**config.mk**
```make
export PLATFORM = sky130hd
export DESIGN_NAME = rt_gray_cnt_rx
export DESIGN_NICKNAME = d
export VERILOG_FILES = /design/src/rtl/rt_gray_cnt_rx.sv
export SDC_FILE = /design/constraint.sdc
export NUM_CORES = 1
export LEC_CHECK = 0
export BUFFER_PORTS_ARGS = -buffer_cell sky130_fd_sc_hd__buf_2
export CORE_MARGIN = 5
export CORE_UTILIZATION = 55
export CTS_CLUSTER_SIZE = 16
export DETAILED_ROUTE_END_ITERATION = 10
export GPL_TIMING_DRIVEN = 0
export PLACE_DENSITY_LB_ADDON = 0.08
export SYNTH_ARGS = -nofsm -noshare
export SYNTH_HDL_FRONTEND = slang
export SYNTH_SLANG_ARGS = --single-unit
export TNS_END_PERCENT = 5
```
**constraint.sdc**
```tcl
create_clock -name rt_i_clk -period 14.5 [get_ports rt_i_clk]
set_clock_uncertainty 0.1 [all_clocks]
set_input_delay 2.175 -clock rt_i_clk [delete_from_list [all_inputs] [get_ports rt_i_clk]]
set_output_delay 2.175 -clock rt_i_clk [all_outputs]
set_load 0.005 [all_outputs]
```
**src/rtl/rt_gray_cnt_rx.sv**
```systemverilog
// Gray-count receiver: synchronizes a remote Gray count, decodes it, tracks movement and flags multi-bit jumps.
// Optional: define RT_GRAY_RX_STAT_EN to add the saturating violation counter output rt_o_viol_cnt.
module rt_gray_cnt_rx #(
  parameter int PARAM_BIT_NUM  = 32,
  parameter int PARAM_SYNC_STG = 2,
  parameter int PARAM_ERR_MAX  = 3
) (
  input  logic                     rt_i_clk,
  input  logic                     rt_i_rst_n,
  input  logic                     rt_i_en,
  input  logic [PARAM_BIT_NUM-1:0] rt_i_gray,
  input  logic                     rt_i_clr_err,
  output logic [PARAM_BIT_NUM-1:0] rt_o_bin,
  output logic                     rt_o_vld,
  output logic [PARAM_BIT_NUM-1:0] rt_o_delta,
  output logic                     rt_o_chg,
  output logic                     rt_o_dir,
  output logic                     rt_o_err
`ifdef RT_GRAY_RX_STAT_EN
  ,
  output logic [15:0]              rt_o_viol_cnt
`endif
);

  localparam int CNT_W = $clog2(PARAM_ERR_MAX + 1);

  typedef enum logic [1:0] {ST_IDLE, ST_ACQ, ST_TRACK, ST_ERR} state_t;

  state_t                                      state_q, state_d;
  logic [PARAM_SYNC_STG-1:0][PARAM_BIT_NUM-1:0] sync_q;
  logic [PARAM_BIT_NUM-1:0]                    gray_s, bin_dec, delta_new;
  logic [PARAM_BIT_NUM-1:0]                    gray_prev_q, gray_prev_d;
  logic [PARAM_BIT_NUM-1:0]                    bin_q, bin_d, delta_q, delta_d;
  logic                                        chg_q, chg_d, dir_q, dir_d, err_q, err_d;
  logic [CNT_W-1:0]                            bad_cnt_q, bad_cnt_d;
  logic                                        viol;
  int                                          hd;

  // NOTE: the synchronizer flops are reset as well, so gray_s is a known 0 right after reset.
  always_ff @(posedge rt_i_clk or negedge rt_i_rst_n) begin
    if (!rt_i_rst_n) begin
      sync_q <= '0;
    end else begin
      sync_q[0] <= rt_i_gray;
      for (int i = 1; i < PARAM_SYNC_STG; i++) sync_q[i] <= sync_q[i-1];
    end
  end

  assign gray_s    = sync_q[PARAM_SYNC_STG-1];
  assign hd        = $countones(gray_s ^ gray_prev_q);
  assign delta_new = bin_dec - bin_q;

  // Each binary bit is the XOR of all Gray bits at or above its position.
  always_comb begin
    bin_dec = '0;
    for (int i = 0; i < PARAM_BIT_NUM; i++) bin_dec[i] = ^(gray_s >> i);
  end

  // NOTE: every signal gets its hold/default value first so no path leaves it unassigned (no latches).
  always_comb begin
    state_d     = state_q;
    gray_prev_d = gray_prev_q;
    bin_d       = bin_q;
    delta_d     = delta_q;
    chg_d       = 1'b0;
    dir_d       = dir_q;
    err_d       = err_q;
    bad_cnt_d   = bad_cnt_q;
    viol        = 1'b0;
    if (!rt_i_en) begin
      state_d = ST_IDLE;
    end else begin
      unique case (state_q)
        ST_IDLE: state_d = ST_ACQ;
        ST_ACQ: begin
          gray_prev_d = gray_s;
          bin_d       = bin_dec;
          delta_d     = '0;
          bad_cnt_d   = '0;
          state_d     = ST_TRACK;
        end
        ST_TRACK: begin
          if (hd == 0) begin
            bad_cnt_d = '0;
          end else if (hd == 1) begin
            gray_prev_d = gray_s;
            bin_d       = bin_dec;
            delta_d     = delta_new;
            chg_d       = 1'b1;
            dir_d       = (delta_new == '1);
            bad_cnt_d   = '0;
          end else begin
            viol      = 1'b1;
            bad_cnt_d = bad_cnt_q + 1'b1;
            if (bad_cnt_q == CNT_W'(PARAM_ERR_MAX - 1)) begin
              state_d = ST_ERR;
              err_d   = 1'b1;
            end
          end
        end
        ST_ERR: if (rt_i_clr_err) state_d = ST_ACQ;
        default: state_d = ST_IDLE;
      endcase
    end
    if (rt_i_clr_err) err_d = 1'b0;
  end

  // NOTE: sequential state is updated only with non-blocking assignments.
  always_ff @(posedge rt_i_clk or negedge rt_i_rst_n) begin
    if (!rt_i_rst_n) begin
      state_q     <= ST_IDLE;
      gray_prev_q <= '0;
      bin_q       <= '0;
      delta_q     <= '0;
      chg_q       <= 1'b0;
      dir_q       <= 1'b0;
      err_q       <= 1'b0;
      bad_cnt_q   <= '0;
    end else begin
      state_q     <= state_d;
      gray_prev_q <= gray_prev_d;
      bin_q       <= bin_d;
      delta_q     <= delta_d;
      chg_q       <= chg_d;
      dir_q       <= dir_d;
      err_q       <= err_d;
      bad_cnt_q   <= bad_cnt_d;
    end
  end

  assign rt_o_bin   = bin_q;
  assign rt_o_vld   = (state_q == ST_TRACK);
  assign rt_o_delta = delta_q;
  assign rt_o_chg   = chg_q;
  assign rt_o_dir   = dir_q;
  assign rt_o_err   = err_q;

`ifdef RT_GRAY_RX_STAT_EN
  logic [15:0] viol_cnt_q;

  always_ff @(posedge rt_i_clk or negedge rt_i_rst_n) begin
    if (!rt_i_rst_n)                       viol_cnt_q <= '0;
    else if (rt_i_clr_err)                 viol_cnt_q <= '0;
    else if (viol && viol_cnt_q != 16'hFFFF) viol_cnt_q <= viol_cnt_q + 16'd1;
  end

  assign rt_o_viol_cnt = viol_cnt_q;
`else
  logic unused_viol;
  assign unused_viol = viol;
`endif

endmodule

```
* Word level (Yosys, flattened, before mapping)
Cells that the tools add are included.
** Operators by class
- Add/sub/neg operators :: 33
- Equality and inequality tests :: 14
- Multiplexer cells :: 28
- Bitwise operators :: 2
- Reduce and logical (&&, ||, !) cells :: 43
** Operators by type and width (count)
- 32-bit parity :: 32
- 32-bit 2-to-1 mux :: 6
- 32-bit case mux with 2 select lines :: 3
- 1-bit by 1-bit adder with 2-bit output :: 16
- 32-bit == test, second input constant :: 1
- 32-bit zero test :: 1
- 32-bit subtractor :: 1
- 32-bit bitwise XOR :: 1
- 2-bit by 2-bit adder with 3-bit output :: 8
- 3-bit by 3-bit adder with 4-bit output :: 4
- 2-bit 2-to-1 mux :: 7
- 4-bit AND reduction :: 3
- 4-bit by 4-bit adder with 5-bit output :: 2
- 1-bit 2-to-1 mux :: 10
- 3-bit != test, second input constant :: 3
- 2-bit case mux with 4 select lines :: 1
- 2-bit nonzero test :: 4
- 5-bit by 5-bit adder with 6-bit output :: 1
- 2-bit == test, second input constant :: 3
- 6-bit by 1-bit == test with 1-bit output, second input constant :: 1
- 2-bit != test, second input constant :: 3
- 5-bit AND reduction :: 1
- 2-bit case mux with 2 select lines :: 1
- 3-bit by 2-bit != test with 1-bit output, second input constant :: 1
- 6 further kinds :: 6
** Storage, ports and cells
- Flip-flop bits (word level) :: 167
- Output and inout bits :: 68

* Longest topological paths before layout
- Depth in word-level cells :: 12
- Depth in mapped cells :: 24

* Worst setup path before layout
OpenSTA, ideal clock, no wires.
- Path type :: register -> register
- From :: reg sync_q (netlist bit gray_s[1])
- To :: reg delta_q[19] (netlist: rt_o_delta[19])
- Arrival time :: 6099 ps
- Data required time :: 14279 ps
- Setup slack :: 8180 ps
- Stages on the path, launching flop included :: 20
- Buffers on the path :: 3
- Cells stage by stage :: dfrtp_1 -> xnor2_1 -> fa_1 -> fa_1 -> fa_1 -> fa_1 -> fa_1 -> fa_1 -> inv_1 -> ha_1 -> fa_1 -> xor2_1 -> or3_1 -> nor3_1 -> nand2_1 -> a21o_1 -> clkbuf_1 -> clkbuf_1 -> clkbuf_1 -> a22o_1
** Between the ends
- Word-level cells in the longest chain between the ends :: 9
- Elaborated cells on any way between the ends :: 17
** Ends and longest elaborated chain
- from (decl) :: RTL line 30 : logic [PARAM_SYNC_STG-1:0][PARAM_BIT_NUM-1:0] sync_q;
- 32-bit bitwise XOR :: RTL line 50 : assign hd = $countones(gray_s ^ gray_prev_q);
- 1-bit by 1-bit adder with 2-bit output (not written as such) :: RTL line 50
- 2-bit by 2-bit adder with 3-bit output (not written as such) :: RTL line 50
- 3-bit by 3-bit adder with 4-bit output (not written as such) :: RTL line 50
- 4-bit by 4-bit adder with 5-bit output (not written as such) :: RTL line 50
- 5-bit by 5-bit adder with 6-bit output (not written as such) :: RTL line 50
- 32-bit zero test / 6-bit by 1-bit == test with 1-bit output (equally long branches) :: RTL line 83, 85
- 2-bit != test (no source line) / 2-bit by 1-bit != test with 1-bit output (equally long branches)
- 4-bit AND reduction (no source line)
- to (signal assigned) :: RTL line 123 : delta_q <= delta_d;
- to (decl) :: RTL line 33 : logic [PARAM_BIT_NUM-1:0] bin_q, bin_d, delta_q, delta_d;
Several ways; a longest one is shown, not always the timed one. The select of a mux whose other input is x is not followed.
A chain may end at the register's enable or synchronous reset.

* Worst setup path after layout
- From :: reg sync_q (netlist bit gray_s[1])
- To :: reg delta_q[28] (netlist: rt_o_delta[28])
The elaborated chain is that of the path after synthesis.

==> out/metrics.cfg <==
[run_status]
status = completed

[setup_path]
cpLargestDelayFamily = adder cells
cp.depth = 19
arrival_ps = 7790
cp_cell_sequence = xnor2_1 > fa_1 > fa_1 > fa_1 > fa_1 > fa_1 > fa_1 > inv_1 > ha_1 > fa_1 > xor2_1 > or3_1 > nor3_1 > nand2_1 > a21o_1 > clkbuf_1 > clkbuf_1 > clkbuf_1 > a22o_1
criticalPathCategory = reg2reg
cp_common_cell = fa_1
crit_slowest_cell = nor3_1
critPathBufInv = 4
critPathCaptureType = flip-flop
cp_max_fo = 10
worst_setup_path_start_kind = flip-flop
reg2reg_depth = 19
crit_required_ps = 14720
critPathMaxStageDelay_ps = 670

[route]
routed_wl_microns = 22000
drt-pass1-iter-count = 5
via_count = 6594
detail-route-antenna-nets = 0
route.detailed.drc = 0
wl_per_cell_microns = 18.5
viasPerCell = 5.55
first_iter_violations = 357

[clocking]
cts_buffers = 17
post_cts_buffers = 0
clk_pin_slew_ps = 70
cts_sinks = 166
cts_htree_levels = 4
holdBufCountCts = 0
cts_resized = 0
cts_root_buf = clkbuf_16
tritoncts = yes
clockBufferDepth = 2
clkLatencyLatePin_ps = 430

[synth]
async_reset_ff_share_pct = 100
synth-edff-count = 0
syn_area_sq_um = 9190
yosys_warnings = 0
synthCells = 833
synth_nets = 936
yosysUniqueCellTypes = 59
synth-seq-area-share_pct = 45.2
synthTopCellsByArea = dfrtp_1 45%, xnor2_1 7.0%, ha_1 5.7%, fa_1 5.4%, mux2_2 5.4%
syn_avg_cell_area_sq_um = 11.0
synth_common_cells = 166 x dfrtp_1, 73 x xnor2_1, 67 x inv_1
synth_seq_cells = 166
yosysTopAreaCell = dfrtp_1
yosysMostFrequentCell = dfrtp_1
synth-main-ff-cell = dfrtp_1
yosysTopAreaCellShare_pct = 45.2

[floorplan]
io_pins = 104
core_sq_um = 16500
die_w_microns = 139
rows = 47
die_h_microns = 139
start_util_pct = 55.8
die-area_sq_um = 19400

[sta]
hold_ws_ps = 247
period_minus_slack_ps = 7580
post-route-period-util_pct = 52.2
max_slew_margin_pct = 40.3
finalSetupTns_ps = 0
max_freq_mhz = 132
rsz0062_at_grt = no
tightest_slew_ps = 895
slew_violations = 0
finalHoldViolations = 0
setup_violations = 0

[finish]
drive_above_1_share_pct = 20.4
multiInputGateArea_sq_um = 4670
num-fill-cells = 1366
stdcell_area_sq_um = 10600
syn2layout_area_growth_pct = 15.6
n_antenna_cell = 0
register_area_sq_um = 4150
fin_nets = 1059

[min_path]
hp-class = reg2reg
hold_path_depth = 0

[run]
maxCapViolations = 0

[placed_design]
gp_congestion = 0.855
port_buffers = 103
postPlaceCellArea_sq_um = 10000
post-dp-hpwl_microns = 17200

[grt]
grt_antenna_before_repair = 0
grt_pass1_wl_microns = 36200
grt.overflow.total = 0
grt_pass1_vias = 6894
grt_use_total_pct = 23.4
grt_start_max_net_pins = 98

==> logic make-up (layout without fill, tap and decap cells) <==
family | Yosys count | after routing | share of synthesized area [%]
compound gates | 180 | 180 | 13.0
simple gates | 171 | 171 | 9.37
flops | 166 | 166 | 45.2
xor+xnor | 108 | 108 | 11.8
buf+inv | 96 | 232 | 3.96
fa+ha+maj | 67 | 67 | 11.2
mux | 45 | 45 | 5.50
==> layer usage <==
metal  vias up  share of wire [%]  global-route usage [%]
li1       3161                  -                       -
met1      3277                 46                    32.2
met2       131                 49                    39.0
met3        25                3.4                    3.19
met4         0                1.8                    7.21
met5         -                  0                       0
==> through the flow <==
| step | setup slack (ps) | util, % | cells |
|---|---|---|---|
| floorplan | 8180 | - | 833 |
| global placement | 6990 | 60.6 | 1156 |
| detailed placement | 6910 | 60.8 | 1157 |
| CTS | 6860 | 64.5 | 1189 |
| global route | 6520 | 64.5 | 1189 |
| finish | 6920 | 64.5 | 1189 |
==> placed cells by master, fill, tap and decap left out, drive strengths merged, types with 13 or more instances in the layout <==
master	synthesis	final
nand3	13	13
nand4	15	15
clkbuf	28	45
nor2	26	26
xnor2	81	81
ha	42	42
xor2	26	26
inv	67	74
nand2	54	54
nor3	15	15
buf	1	105
o21ai	52	52
mux2	44	44
a22o	15	15
dfrtp	166	166
a21o	17	17
fa	25	25
a21oi	36	36
==> final cells by class <==
cell class / count / area share (%)
Multi-Input combinational cell: 571 / 44.0
Sequential cell: 166 / 39.1
Timing Repair Buffer: 104 / 5.17
Clock buffer: 17 / 4.01
Tap cell: 220 / 2.59
Inverter: 67 / 2.37
Clock inverter: 15 / 1.70
Buffer: 29 / 1.06
==> registers in the layout (all words and copies together), names as in the netlist <==
name	cells
rt_o_delta	32
gray_s	32
state_q	2
gray_prev_q	32
rt_o_bin	31
rt_o_chg	1
bad_cnt_q	2
rt_o_dir	1
sync_q	32
rt_o_err	1
==> worst paths after layout <==
| check | to | slack [ps] | start |
|---|---|---|---|
| max reg2reg | rt_o_delta[28] | 6920 | gray_s[1] |
| min | gray_s[18] | 250 | sync_q[18] |
| max in group asynchronous | gray_prev_q[29] | 11690 | rt_i_rst_n |
| min reg2reg | gray_s[18] | 250 | sync_q[18] |
| min in group asynchronous | state_q[0] | 1730 | rt_i_rst_n |
| max | rt_o_delta[28] | 6920 | gray_s[1] |
==> worst reg2reg max path, cell delays in order, from the launching register on <==
cell and delay, ps:
dfrtp_1 440, xnor2_1 230, fa_1 490, fa_1 530, fa_1 540, fa_1 550, fa_1 540, fa_1 550
inv_1 40, ha_1 230, fa_1 430, xor2_1 160, or3_1 310, nor3_1 670, nand2_1 120, a21o_1 200
clkbuf_1 230, clkbuf_1 390, clkbuf_1 400, a22o_1 330
Power is not shown: default switching activity piles up to over one toggle a cycle in this logic, so the estimate is an artifact.
